## src/rtl/sp_peer.sv

```systemverilog
// rtl/sp_peer.sv - CNT/SP serial-port peer: byte transmitter and receiver toward a CIA
// TX drives CNT low/high half-periods MSB first; RX shifts SP on synchronized CNT rising edges.
module sp_peer #(
  parameter int unsigned HALF_PERIOD = 16,
  parameter int unsigned GAP         = 32,
  parameter int unsigned RX_TIMEOUT  = 4096
) (
  input  logic       clk,
  input  logic       res_n,
  input  logic       tx_valid,
  input  logic [7:0] tx_data,
  output logic       tx_ready,
  output logic       rx_valid,
  output logic [7:0] rx_data,
  input  logic       cnt_in,
  input  logic       sp_in,
  output logic       cnt_out,
  output logic       sp_out
);

  typedef enum logic [1:0] {S_IDLE, S_LOW, S_HIGH, S_GAP} state_t;

  localparam logic [15:0] HP_LAST  = 16'(HALF_PERIOD - 1);
  localparam logic [15:0] GAP_LAST = 16'(GAP - 1);
  localparam logic [15:0] TO_LAST  = 16'(RX_TIMEOUT - 1);

  state_t      state;
  logic [15:0] tmr;
  logic [3:0]  tx_bits;
  logic [6:0]  tx_sh;
  logic        run;

  logic        cnt_s1, cnt_s2, cnt_d;
  logic        sp_s1, sp_s2, sp_q;
  logic        edge_q;
  logic [2:0]  rx_cnt;
  logic [6:0]  rx_sh;
  logic [15:0] to_cnt;

  logic        hs;
  logic        rx_en;

  // run keeps tx_ready low until the first clock edge after reset release
  assign tx_ready = run && (state == S_IDLE) && (rx_cnt == 3'd0);
  assign hs       = tx_valid && tx_ready;
  assign rx_en    = (state == S_IDLE) && !hs;

  always_ff @(posedge clk or negedge res_n) begin
    if (!res_n) begin
      state   <= S_IDLE;
      tmr     <= '0;
      tx_bits <= '0;
      tx_sh   <= '0;
      cnt_out <= 1'b1;
      sp_out  <= 1'b1;
      run     <= 1'b0;
    end else begin
      run <= 1'b1;
      case (state)
        S_IDLE: begin
          if (hs) begin
            state   <= S_LOW;
            tx_sh   <= tx_data[6:0];
            tx_bits <= '0;
            tmr     <= '0;
            cnt_out <= 1'b0;
            sp_out  <= tx_data[7];
          end
        end
        S_LOW: begin
          if (tmr == HP_LAST) begin
            state   <= S_HIGH;
            tmr     <= '0;
            cnt_out <= 1'b1;
          end else begin
            tmr <= tmr + 16'd1;
          end
        end
        S_HIGH: begin
          if (tmr == HP_LAST) begin
            tmr     <= '0;
            tx_bits <= tx_bits + 4'd1;
            tx_sh   <= {tx_sh[5:0], 1'b0};
            if (tx_bits == 4'd7) begin
              state  <= S_GAP;
              sp_out <= 1'b1;
            end else begin
              state   <= S_LOW;
              cnt_out <= 1'b0;
              sp_out  <= tx_sh[6];
            end
          end else begin
            tmr <= tmr + 16'd1;
          end
        end
        S_GAP: begin
          if (tmr == GAP_LAST) begin
            state <= S_IDLE;
            tmr   <= '0;
          end else begin
            tmr <= tmr + 16'd1;
          end
        end
        default: state <= S_IDLE;
      endcase
    end
  end

  // One extra register stage after edge detection places rx_valid 3 clocks after CNT is first sampled high
  always_ff @(posedge clk or negedge res_n) begin
    if (!res_n) begin
      cnt_s1   <= 1'b1;
      cnt_s2   <= 1'b1;
      cnt_d    <= 1'b1;
      sp_s1    <= 1'b1;
      sp_s2    <= 1'b1;
      sp_q     <= 1'b1;
      edge_q   <= 1'b0;
      rx_cnt   <= '0;
      rx_sh    <= '0;
      to_cnt   <= '0;
      rx_data  <= '0;
      rx_valid <= 1'b0;
    end else begin
      cnt_s1   <= cnt_in;
      cnt_s2   <= cnt_s1;
      cnt_d    <= cnt_s2;
      sp_s1    <= sp_in;
      sp_s2    <= sp_s1;
      sp_q     <= sp_s2;
      edge_q   <= cnt_s2 && !cnt_d && (state == S_IDLE);
      rx_valid <= 1'b0;
      if (edge_q && rx_en) begin
        rx_sh  <= {rx_sh[5:0], sp_q};
        rx_cnt <= rx_cnt + 3'd1;
        to_cnt <= '0;
        if (rx_cnt == 3'd7) begin
          rx_data  <= {rx_sh, sp_q};
          rx_valid <= 1'b1;
        end
      end else if (rx_cnt != 3'd0) begin
        if (to_cnt == TO_LAST) begin
          rx_cnt <= '0;
          rx_sh  <= '0;
          to_cnt <= '0;
        end else begin
          to_cnt <= to_cnt + 16'd1;
        end
      end
    end
  end

endmodule

```

## config.mk

```make
export PLATFORM = sky130hd
export DESIGN_NAME = sp_peer
export DESIGN_NICKNAME = d
export VERILOG_FILES = /design/src/rtl/sp_peer.sv
export SDC_FILE = /design/constraint.sdc
export NUM_CORES = 1
export LEC_CHECK = 0
export CORE_MARGIN = 8
export CORE_UTILIZATION = 50
export CTS_CLUSTER_SIZE = 10
export DETAILED_ROUTE_END_ITERATION = 12
export PLACE_DENSITY = 0.69
export SLEW_MARGIN = 0
export SYNTH_ARGS = -nofsm -noshare
export SYNTH_HDL_FRONTEND = slang
export SYNTH_SLANG_ARGS = --single-unit
export TNS_END_PERCENT = 5
```

## constraint.sdc

```tcl
create_clock -name clk -period 5.6 [get_ports clk]
set_clock_uncertainty 0.05 [all_clocks]
set_input_delay 1.4 -clock clk [delete_from_list [all_inputs] [get_ports clk]]
set_output_delay 1.4 -clock clk [all_outputs]
set_load 0.05 [all_outputs]
```

======== Word level (Yosys, flattened, before mapping) ========
Index checks and enable logic that the tools add are counted.
word-level totals
  register bits after elaboration ......... 74
  bits of input ports ..................... 13
  output and inout port bits .............. 12
  word-level logic and storage cells ...... 94
cells by class
  add/sub/neg operators ................... 4
  equality and inequality tests ........... 13
  muxes and demuxes ....................... 36
  reduce and logical (&&, ||, !) cells .... 22
operator list
  kind                                                                     number
  16-bit 2-to-1 mux                                                        6
  16-bit case mux with 3 select lines                                      1
  7-bit 2-to-1 mux                                                         5
  16-bit by 1-bit adder with 16-bit output, second input constant          2
  16-bit by 12-bit equality test with 1-bit output, second input constant  1
  16-bit by 4-bit equality test with 1-bit output, second input constant   1
  16-bit by 5-bit equality test with 1-bit output, second input constant   1
  7-bit case mux with 2 select lines                                       1
  2-bit 2-to-1 mux                                                         5
  2-bit != test, second input constant                                     5
  1-bit 2-to-1 mux                                                         9
  3-bit 2-to-1 mux                                                         3
  4-bit 2-to-1 mux                                                         2
  2-bit case mux with 4 select lines                                       1
  4-bit case mux with 2 select lines                                       1
  1-bit logical AND                                                        7
  2-bit nonzero test                                                       3
  3-bit nonzero test                                                       2
  5-bit AND reduction                                                      1
  4-bit by 1-bit adder with 4-bit output, second input constant            1
  2-bit equality test, second input constant                               2
  4-bit by 3-bit equality test with 1-bit output, second input constant    1
  2-bit AND reduction                                                      2
  4-bit AND reduction                                                      1
  other kinds (10)                                                         11

======== Depth between registers and ports, before layout ========
Gate-level depths: netlist of the first run.
  depth in word-level cells ............... 9
  mapped depth ............................ 8
  gate-level depth less buffers ........... 6

======== Worst setup path after synthesis of the first run ========
OpenSTA, ideal clock, no wires.
  kind .................................... reg2out
  start ................................... register state[0]
  end ..................................... output port tx_ready
  arrival ................................. 1448 ps
  data required time ...................... 4150 ps
  slack ................................... 2702 ps
  cell stages (with the launch flop) ...... 5
  buffers on the path ..................... 1
  cell sequence ........................... dfrtp_1 > inv_1 > ha_1 > clkbuf_1 > and3_1
between the ends
  cells in the longest elaborated chain, start to end .. 3
RTL lines
  what                             RTL line  source
  start, declared                  27        state_t state;
  start signal, assigned           50        state <= S_IDLE;
  start signal, assigned           62        state <= S_LOW;
  start signal, assigned           72        state <= S_HIGH;
  2-bit zero test                  44        assign tx_ready = run && (state == S_IDLE) && (rx_cnt == 3'd0);
  1-bit logical AND (2 in series)  44
  end, declared                    12        output logic tx_ready,
Every way passes these cells.

======== Final worst setup path of the first run ========
Ends and elaborated chain as after synthesis.

==> run_results.csv, run 1 <==
group,metric,value,unit
status,status,"finished clean",
yosys,synth_warnings,0,
clock_tree,holdBufCountCts,0,
critical_path,path_buf_inv,2,
clock_tree,numCtsBuffers,9,
clock_tree,clock_sinks,74,
cells_and_area,fillers,675,
global_route,grtUsageTotal,15.2,%
clock_tree,post_cts_buffers,0,
global_route,grt_max_degree,75,
place,place.gp.congestion,0.811,
worst_hold_path,hp-class,"register to register",
drt,vias,2948,
critical_path,critPathMaxFanout,11,
cells_and_area,final_nets,412,
drt,drt_iter0_markers,123,
timing,hold_viol_final,0,
yosys,yosysUniqueCellTypes,64,
timing,slew_headroom,22.5,%
global_route,antenna_found_initial,0,
drt,firstDrtPassIters,4,
global_route,grt_pass1_vias,2892,
critical_path,ff2ff_setup_slack,2860,ps
critical_path,path_cells,"inv_1 > ha_1 > and3_1 > clkdlybuf4s50_1",
critical_path,timing.rr.start,"to_cnt[13]$_DFFE_PN0P_",
global_route,grt_pass1_wl,13.8,mm
floorplanning,core_region_area,0.00761,mm²
yosys,synth_xor_area_share,0.227,%
floorplanning,dieArea,0.0108,mm²
drt,top_layer,"met4",
timing,rsz0062_at_grt,"no",
floorplanning,fp-row-count,32,
yosys,synth_simple_gate_area_share,19.9,%
clock_tree,clk_pin_slew,80,ps
yosys,avgSynthCellArea,10.5,µm²
drt,wl_met1,3.72,mm
power_and_ir_drop,p_leak,1.83,nW
clock_tree,cts_tree,"yes",
yosys,synth_compound_gate_area_share,16.2,%
flow_run,cap_violations,0,
drt,viasPerCell,5.96,
critical_path,cp-end-kind,"output port",
yosys,ys_seq_elements,74,
cells_and_area,syn_to_final_growth,12.9,%
yosys,synth_top_cell_by_area,"dfrtp_1",
clock_tree,clk_latency,340,ps
yosys,ys.flop_type,"dfrtp_1",
yosys,synth_top_family_by_area,"simple AND/OR/NAND/NOR gates",
yosys,synthMuxAreaShare,8.26,%
clock_tree,cts-root-buf,"clkbuf_8",
worst_hold_path,min_path_cells,0,
yosys,yosysTopAreaCellShare,42.7,%
drt,wl_met3,277,µm
critical_path,r2r_end,"rx_cnt[0]$_DFFE_PN0P_",
place,dp_hpwl,5.33,mm
clock_tree,postCtsResizedCells,0,
clock_tree,htreeDepth,3,
critical_path,crit_type,"register to output port",
critical_path,critPathSlowestCell,"clkdlybuf4s50_1",
timing,max_freq,262,MHz
timing,fin_worst_hold_slack,299,ps
critical_path,reg2reg_depth,4,
timing,worst_pin_slew,1150,ps
power_and_ir_drop,ir_drop,184,µV
critical_path,arrival,2360,ps
timing,setup_viol,0,
clock_tree,cts_buffer_depth,2,
critical_path,critPathLaunchType,"register",
yosys,syn_inst,367,
timing,slew_viol_final,0,
timing,tns,0,ps
yosys,synthAdderAreaFrac,3.56,%
drt,detail_route.wl_per_cell,15.8,µm
floorplanning,initial_utilization,50.8,%
yosys,yosysSeqAreaShare,48.2,%
timing,min_period_over_period,68.1,%
cells_and_area,final_common_cell,"dfrtp_1",
critical_path,required,4150,ps
critical_path,cpLargestDelayFamily,"buffers and inverters",
drt,wl,7.83,mm
drt,met2_length,3.75,mm
cells_and_area,final_cell_mix,"66 x dfrtp_1, 40 x nand2_1, 23 x mux2_2, 23 x clkdlybuf4s50_1, 17 x nand3_1",
yosys,syn_nets,391,
global_route,grt.overflow.total,0,
power_and_ir_drop,p_per_area,227,mW/mm²
yosys,syn_area,0.00386,mm²
floorplanning,num_io_pins,25,
drt,final_antenna_net_count,0,
cells_and_area,drive_gt1_share,16.3,%
yosys,synthArstFlopShare,100,%
floorplanning,fp.dieH,104,µm
place,port_buffers,24,
timing,period_needed,3810,ps
critical_path,cpPeakStageDelay,810,ps
worst_hold_path,hold_end,"sp_s2$_DFF_PN1_",
yosys,synth_area_leaders,"dfrtp_1 43%, mux2_2 6.7%, dfstp_2 5.4%",
floorplanning,dieWidth,104,µm
cells_and_area,antennaDiodeCount,0,
drt,drcViolationCount,0,
yosys,synth_edf_count,0,
worst_hold_path,hp-start,"sp_s1$_DFF_PN1_",
-- worst max path at each step --
stage	start	end	slack [ps]	cells past startpoint
6_report	state[0]$_DFFE_PN0P_	tx_ready	1790	4
5_1_grt	state[0]$_DFFE_PN0P_	tx_ready	1650	4
4_1_cts	state[0]$_DFFE_PN0P_	tx_ready	1780	4
3_5_place_dp	tx_valid	tmr[2]$_DFFE_PN0P_	2090	5
3_3_place_gp	tx_valid	state[0]$_DFFE_PN0P_	2140	5
2_1_floorplan	state[0]$_DFFE_PN0P_	tx_ready	2700	4
-- where the power goes --
part,internal (mW),switching (mW)
Combinational,0.00890,0.0120
Clock,0.223,0.207
Sequential,0.538,0.00119
Total,0.770,0.220
-- registers in the layout (all words and copies together) (netlist names) --
name / cells
cnt_out: 1
cnt_s2: 1
state: 2
sp_q: 1
sp_s2: 1
rx_sh: 7
tx_sh: 7
rx_cnt: 3
run: 1
tmr: 16
to_cnt: 16
cnt_d: 1
sp_out: 1
edge_q: 1
tx_bits: 4
cnt_s1: 1
rx_valid: 1
sp_s1: 1
rx_data: 8
-- synthesized netlist by cell type, drive strengths merged, types with 3 or more instances --
cell,number
dfstp,8
nand2,40
or4,3
a22o,9
nand3,17
o21ai,16
or3,9
ha,11
a211oi,5
o22a,4
o311ai,6
a311oi,3
nor2,12
mux2i,6
nor4b,4
nor3,9
and3,7
nor4,10
o211ai,5
a22oi,4
o21a,6
inv,15
dfrtp,66
nand4,9
a21oi,9
buf,5
clkbuf,10
mux2,23
-- stage by stage --
stage	cells	util, %	total power [mW]	worst slack, ps	area, µm²
finish	495	57.4	0.991	1790	4370
global route	495	57.4	1.03	1650	4370
CTS	495	57.4	1.01	1780	4370
detailed placement	479	54.6	0.572	2090	4160
global placement	479	54.6	0.571	2140	4160
floorplan	367	-	0.552	2700	3860
-- logic make-up after synthesis --
family                     count (synthesis)
and+or+nand+nor                          136
adders and majority gates                 11
AOI/OAI and AO/OA                         85
muxes                                     29
buffers and inverters                     30
xor gates and xnor gates                   1
DFF                                       74
other                                      1
-- worst register-to-register path, delay by kind of cell, from the launching register on --
family | cells | cell delay [ps]
AND/OR/NAND/NOR | 2 | 1530
AO/OA/AOI/OAI | 1 | 270
flip-flops | 1 | 440
multiplexers | 1 | 340
-- cell type report --
class	count	area [µm²]	area share (%)
multi-input cells	263	1860	42.7
flip-flops and latches	74	1860	42.6
repair buffers	25	245	5.62
clock buffers	10	138	3.15
well taps	102	128	2.92
clock inverters	6	72.6	1.66
inverters	15	56.3	1.29
-- per-layer routing --
| layer | GRT usage [%] | vias to the layer above |
|---|---|---|
| met5 | 0 | - |
| met4 | 5.27 | 0 |
| met3 | 3.66 | 8 |
| met2 | 24.1 | 56 |
| met1 | 19.9 | 1450 |
| li1 | - | 1434 |
No activity file was read; power rests on OpenSTA's default activity.
==> inputs of run 2 (changes only) <==
- clock period: 5.6 -> 4 ns (I/O delays scaled with it)
==> run 2 against run 1 <==
Compared with the run above:
- design area grew 0.43%
- largest power group unchanged
- die area is the same
- largest cell class unchanged
- critical path type unchanged
- clock power grew 42%
- critical path depth is the same
- non-clock buffer count grew 3
- combinational power grew 41%
- register-to-register slack lost 1300 ps
- setup slack lost 1200 ps
- flip-flop and latch count is the same
==> run_results.csv, run 2 (synthesis gave the netlist of run 1 again) <==
group,metric,value,unit
status,status,"finished clean",
cells_and_area,register_area,0.00186,mm²
critical_path,critPathSlowestCell,"clkdlybuf4s50_1",
clock_tree,clk_pin_slew,90,ps
drt,drcViolationCount,0,
global_route,grt_pass1_vias,2963,
cells_and_area,multi_input_area,0.00186,mm²
clock_tree,postCtsResizedCells,0,
global_route,grt_pass1_wl,13.7,mm
timing,min_period_over_period,86.0,%
timing,rsz0062_at_grt,"no",
global_route,gr-usage-met2,24.2,%
global_route,grt.busiest_layer,"met2",
global_route,grt.overflow.total,0,
critical_path,crit_path_end,"tx_ready",
critical_path,cp.depth,4,
floorplanning,dieArea,0.0108,mm²
power_and_ir_drop,p_per_area,318,mW/mm²
critical_path,cpLargestDelayFamily,"buffers and inverters",
critical_path,critPathLaunchType,"register",
cells_and_area,reg_top3,"tmr x16, to_cnt x16, rx_data x8",
timing,worst_pin_slew,923,ps
cells_and_area,final_cell_mix,"66 x dfrtp_1, 40 x nand2_1, 23 x mux2_2, 23 x clkdlybuf4s50_1, 17 x nand3_1",
global_route,grt_max_degree,75,
floorplanning,dieWidth,104,µm
clock_tree,post_cts_buffers,0,
global_route,use_met3,3.04,%
clock_tree,htreeDepth,3,
drt,final_antenna_net_count,0,
floorplanning,core_region_area,0.00761,mm²
drt,firstDrtPassIters,5,
cells_and_area,final_cells,498,
worst_hold_path,hp-class,"register to register",
power_and_ir_drop,power,1.39,mW
power_and_ir_drop,p_leak,1.84,nW
timing,setup_viol,0,
critical_path,path_cells,"inv_1 > ha_1 > and3_1 > clkdlybuf4s50_1",
cells_and_area,fillers,647,
power_and_ir_drop,ir_drop,212,µV
floorplanning,initial_utilization,50.8,%
place,place.gp.congestion,0.877,
drt,viasPerCell,5.92,
cells_and_area,final_nets,415,
place,dp_hpwl,5.28,mm
cells_and_area,syn_to_final_growth,13.4,%
clock_tree,cts_tree,"yes",
timing,slew_headroom,38.5,%
place,port_buffers,24,
drt,drt_iter0_markers,118,
global_route,antenna_found_initial,0,
critical_path,path_buf_inv,2,
floorplanning,fp.dieH,104,µm
clock_tree,numCtsBuffers,9,
drt,wl,7.92,mm
clock_tree,clock_sinks,74,
critical_path,cp-end-kind,"output port",
critical_path,critPathMaxFanout,11,
timing,setup_slack,560,ps
place,dp_cells,482,
critical_path,cpPeakStageDelay,810,ps
timing,tns,0,ps
critical_path,timing.rr.start,"state[0]$_DFFE_PN0P_",
critical_path,reg2reg_depth,5,
global_route,use_met1,19.3,%
timing,slew_viol_final,0,
critical_path,required,2950,ps
drt,vias,2946,
cells_and_area,antennaDiodeCount,0,
clock_tree,holdBufCountCts,0,
critical_path,arrival,2390,ps
cells_and_area,drive_gt1_share,16.9,%
clock_tree,clk_latency,360,ps
clock_tree,cts_buffer_depth,2,
floorplanning,num_io_pins,25,
drt,detail_route.wl_per_cell,15.9,µm
timing,hold_viol_final,0,
critical_path,r2r_end,"tx_bits[0]$_DFFE_PN0P_",
critical_path,ff2ff_setup_slack,1600,ps
place,dp_slack,959,ps
critical_path,critPathLaunch,"state[0]$_DFFE_PN0P_",
timing,period_needed,3440,ps
timing,fin_worst_hold_slack,308,ps
global_route,grtUsageTotal,15.2,%
floorplanning,fp-row-count,32,
flow_run,cap_violations,0,
cells_and_area,final_common_cell,"dfrtp_1",
timing,max_freq,291,MHz
clock_tree,cts-root-buf,"clkbuf_8",
critical_path,crit_type,"register to output port",
## run 2: metrics by stage
| stage | instance area (µm²) | utilization, % |
|---|---|---|
| 3_5_place_dp | 4180 | 54.9 |
| 2_1_floorplan | 3860 | - |
| 4_1_cts | 4380 | 57.6 |
| 6_report | 4380 | 57.6 |
| 5_1_grt | 4380 | 57.6 |
| 3_3_place_gp | 4180 | 54.9 |
## run 2: per-layer routing
layer  wire, µm  share of wire, %  vias to the layer above
met3        300               3.8                       13
li1           -                 -                     1426
met2       3760                47                       58
met5          0                 0                        -
met1       3710                47                     1449
met4        149               1.9                        0
## run 2: area by class of cell
cell class / count / area share (%)
inverter: 15 / 1.28
sequential: 74 / 42.5
timing repair buffer: 28 / 6.11
multi-input combinational: 263 / 42.5
clock inverter: 7 / 1.88
tap: 102 / 2.91
clock buffer: 9 / 2.83
## run 2: worst min-delay path by stage
stage                           startpoint                to  slack (ps)  cells after the start
after floorplan           cnt_s1$_DFF_PN1_  cnt_s2$_DFF_PN1_         300                      0
after global placement    cnt_s1$_DFF_PN1_  cnt_s2$_DFF_PN1_         300                      0
after detailed placement   sp_s1$_DFF_PN1_   sp_s2$_DFF_PN1_         300                      0
after CTS                  sp_s2$_DFF_PN1_    sp_q$_DFF_PN1_         300                      0
after global routing      cnt_s1$_DFF_PN1_  cnt_s2$_DFF_PN1_         310                      0
final                      sp_s2$_DFF_PN1_    sp_q$_DFF_PN1_         310                      0
## run 2: report_power, final
| group | internal, mW | total (mW) | switching [mW] |
|---|---|---|---|
| clock network | 0.299 | 0.609 | 0.311 |
| registers | 0.753 | 0.755 | 0.00172 |
| logic | 0.0125 | 0.0294 | 0.0170 |
| total | 1.06 | 1.39 | 0.329 |
==> inputs of run 3 (changes only) <==
- GPL_TIMING_DRIVEN: unset -> 0
- TNS_END_PERCENT: 5 -> unset
==> run 3 against run 2 <==
Compared with the run above:
- die area unchanged
- design area increased by 1.7%
- non-clock buffer count increased by 12
- worst hold slack got worse by 1.6 ps
- sequential share of layout area decreased by 0.73 points
- final cell count increased by 2.4%
- power increased by 0.32%
- via count decreased by 0.10%
- global-route usage increased by 0.22 points
- largest cell class unchanged
==> run_results.csv, run 3 (synthesis gave the netlist of run 1 again) <==
group,metric,value,unit
global_route,antenna_found_initial,0,
power_and_ir_drop,switching_share,22.8,%
cells_and_area,final_common_cell,"dfrtp_1",
drt,firstDrtPassIters,4,
floorplanning,dieWidth,104,µm
cells_and_area,register_area,0.00186,mm²
critical_path,reg2reg_depth,7,
critical_path,critPathMaxFanout,10,
clock_tree,holdBufCountCts,0,
worst_hold_path,hp-start,"sp_s2$_DFF_PN1_",
timing,slew_viol_final,0,
flow_run,cap_violations,0,
place,port_buffers,24,
critical_path,crit_type,"register to output port",
timing,hold_viol_final,0,
floorplanning,fp.dieH,104,µm
cells_and_area,antennaDiodeCount,0,
status,status,"finished clean",
floorplanning,fp-row-count,32,
power_and_ir_drop,p_leak,1.87,nW
drt,viasPerCell,5.77,
timing,worst_pin_slew,694,ps
worst_hold_path,hp-class,"register to register",
clock_tree,htreeDepth,3,
clock_tree,numCtsBuffers,9,
clock_tree,clock_sinks,74,
global_route,grt_pass1_vias,3006,
drt,vias,2943,
critical_path,cpPeakStageDelay,810,ps
place,dp_hpwl,5.59,mm
clock_tree,cts-root-buf,"clkbuf_8",
timing,period_needed,3590,ps
cells_and_area,final_cell_mix,"66 x dfrtp_1, 40 x nand2_1, 23 x mux2_2, 23 x clkdlybuf4s50_1, 17 x nand3_1",
critical_path,r2r_end,"rx_data[6]$_DFFE_PN0P_",
worst_hold_path,hold_end,"sp_q$_DFF_PN1_",
global_route,grt_pass1_wl,14.0,mm
power_and_ir_drop,internal_power,1.08,mW
timing,setup_viol,0,
timing,setup_slack,405,ps
clock_tree,cts_buffer_depth,2,
critical_path,path_cells,"inv_1 > ha_1 > clkbuf_1 > and3_1 > clkdlybuf4s50_1",
power_and_ir_drop,clockPowerShare,43.7,%
drt,drcViolationCount,0,
global_route,grt_max_degree,44,
power_and_ir_drop,seqPwrFrac,54.0,%
place,dp_slack,797,ps
timing,rsz0062_at_grt,"no",
cells_and_area,final_nets,427,
power_and_ir_drop,p_per_area,314,mW/mm²
clock_tree,clk_pin_slew,90,ps
critical_path,timing.rr.start,"state[1]$_DFFE_PN0P_",
critical_path,required,2950,ps
power_and_ir_drop,p_switching,0.319,mW
critical_path,cp-end-kind,"output port",
cells_and_area,reg_top3,"tmr x16, to_cnt x16, rx_data x8",
drt,drt_iter0_markers,145,
global_route,grtUsageTotal,15.4,%
timing,slew_headroom,53.4,%
clock_tree,clk_latency,360,ps
critical_path,arrival,2540,ps
cells_and_area,final_area,0.00446,mm²
floorplanning,core_region_area,0.00761,mm²
clock_tree,cts_tree,"yes",
power_and_ir_drop,combPwrFrac,2.3,%
timing,max_freq,278,MHz
critical_path,ff2ff_setup_slack,1540,ps
cells_and_area,drive_gt1_share,17.2,%
drt,wl,7.85,mm
power_and_ir_drop,ir_drop,176,µV
clock_tree,postCtsResizedCells,0,
cells_and_area,fillers,660,
floorplanning,num_io_pins,25,
timing,min_period_over_period,89.9,%
floorplanning,dieArea,0.0108,mm²
drt,final_antenna_net_count,0,
floorplanning,initial_utilization,50.8,%
worst_hold_path,min_path_cells,0,
clock_tree,post_cts_buffers,0,
cells_and_area,syn_to_final_growth,15.4,%
cells_and_area,multi_input_area,0.00186,mm²
place,place.gp.congestion,0.830,
place,placed_area,0.00425,mm²
critical_path,critPathLaunchType,"register",
global_route,grt.overflow.total,0,
critical_path,critPathSlowestCell,"clkdlybuf4s50_1",
drt,detail_route.wl_per_cell,15.4,µm
[run 3: changes by cell type in the layout (fill, tap and decap cells not counted), moves of 2 or more]
cell / before / now
buf_2: 0 / 2
clkinv_4: 0 / 2
buf_4: 5 / 1
clkbuf_1: 0 / 9
buf_6: 0 / 3
[run 3: worst max path at each step]
stage / start / end / slack, ps / cells past startpoint
after floorplan: state[0]$_DFFE_PN0P_ / tx_ready / 1500 / 4
after global placement: res_n / tx_sh[4]$_DFFE_PN0P_ / -730 / 1
after detailed placement: tx_valid / tx_sh[4]$_DFFE_PN0P_ / 800 / 6
after CTS: state[0]$_DFFE_PN0P_ / tx_ready / 400 / 5
after global routing: state[0]$_DFFE_PN0P_ / tx_ready / 290 / 5
final: state[1]$_DFFE_PN0P_ / tx_ready / 410 / 5
[run 3: power by group through the flow]
stage / combinational, mW / sequential, mW / clock [mW]
floorplan: 0.00365 / 0.769 / 0
global placement: 0.0310 / 0.770 / 0
detailed placement: 0.0336 / 0.770 / 0
CTS: 0.0336 / 0.755 / 0.626
global route: 0.0374 / 0.756 / 0.661
finish: 0.0322 / 0.755 / 0.611
[run 3: metal layers]
layer	vias to the layer above	global-route usage (%)	wire, µm
met1	1426	19.3	3650
met2	49	25.1	3750
li1	1458	-	-
met4	0	7.14	140
met3	10	3.10	315
met5	-	0	0
[run 3: metrics by stage]
stage / hold slack [ps] / std cells / utilization (%) / power, mW / setup TNS [ps]
after global routing: 314 / 510 / 58.6 / 1.45 / 0
after detailed placement: 297 / 494 / 55.9 / 0.803 / 0
after floorplan: 295 / 367 / - / 0.773 / 0
after global placement: 297 / 493 / 55.6 / 0.801 / -48210
after CTS: 301 / 510 / 58.6 / 1.42 / 0
final: 306 / 510 / 58.6 / 1.40 / 0
[run 3: cell type report]
| class | count | share of cell area [%] |
|---|---|---|
| multi-input cells | 263 | 41.8 |
| flip-flops and latches | 74 | 41.7 |
| repair buffers | 25 | 5.78 |
| clock buffers | 10 | 3.09 |
| well taps | 102 | 2.86 |
| plain buffers | 15 | 1.85 |
| clock inverters | 6 | 1.63 |
| inverters | 15 | 1.26 |
[run 3: critical path: cells and delay by family (launching register included)]
kind / cells / cell delay [ps]
flops: 1 / 410
simple gates: 1 / 260
fa+ha+maj: 1 / 190
buf+inv: 3 / 1320
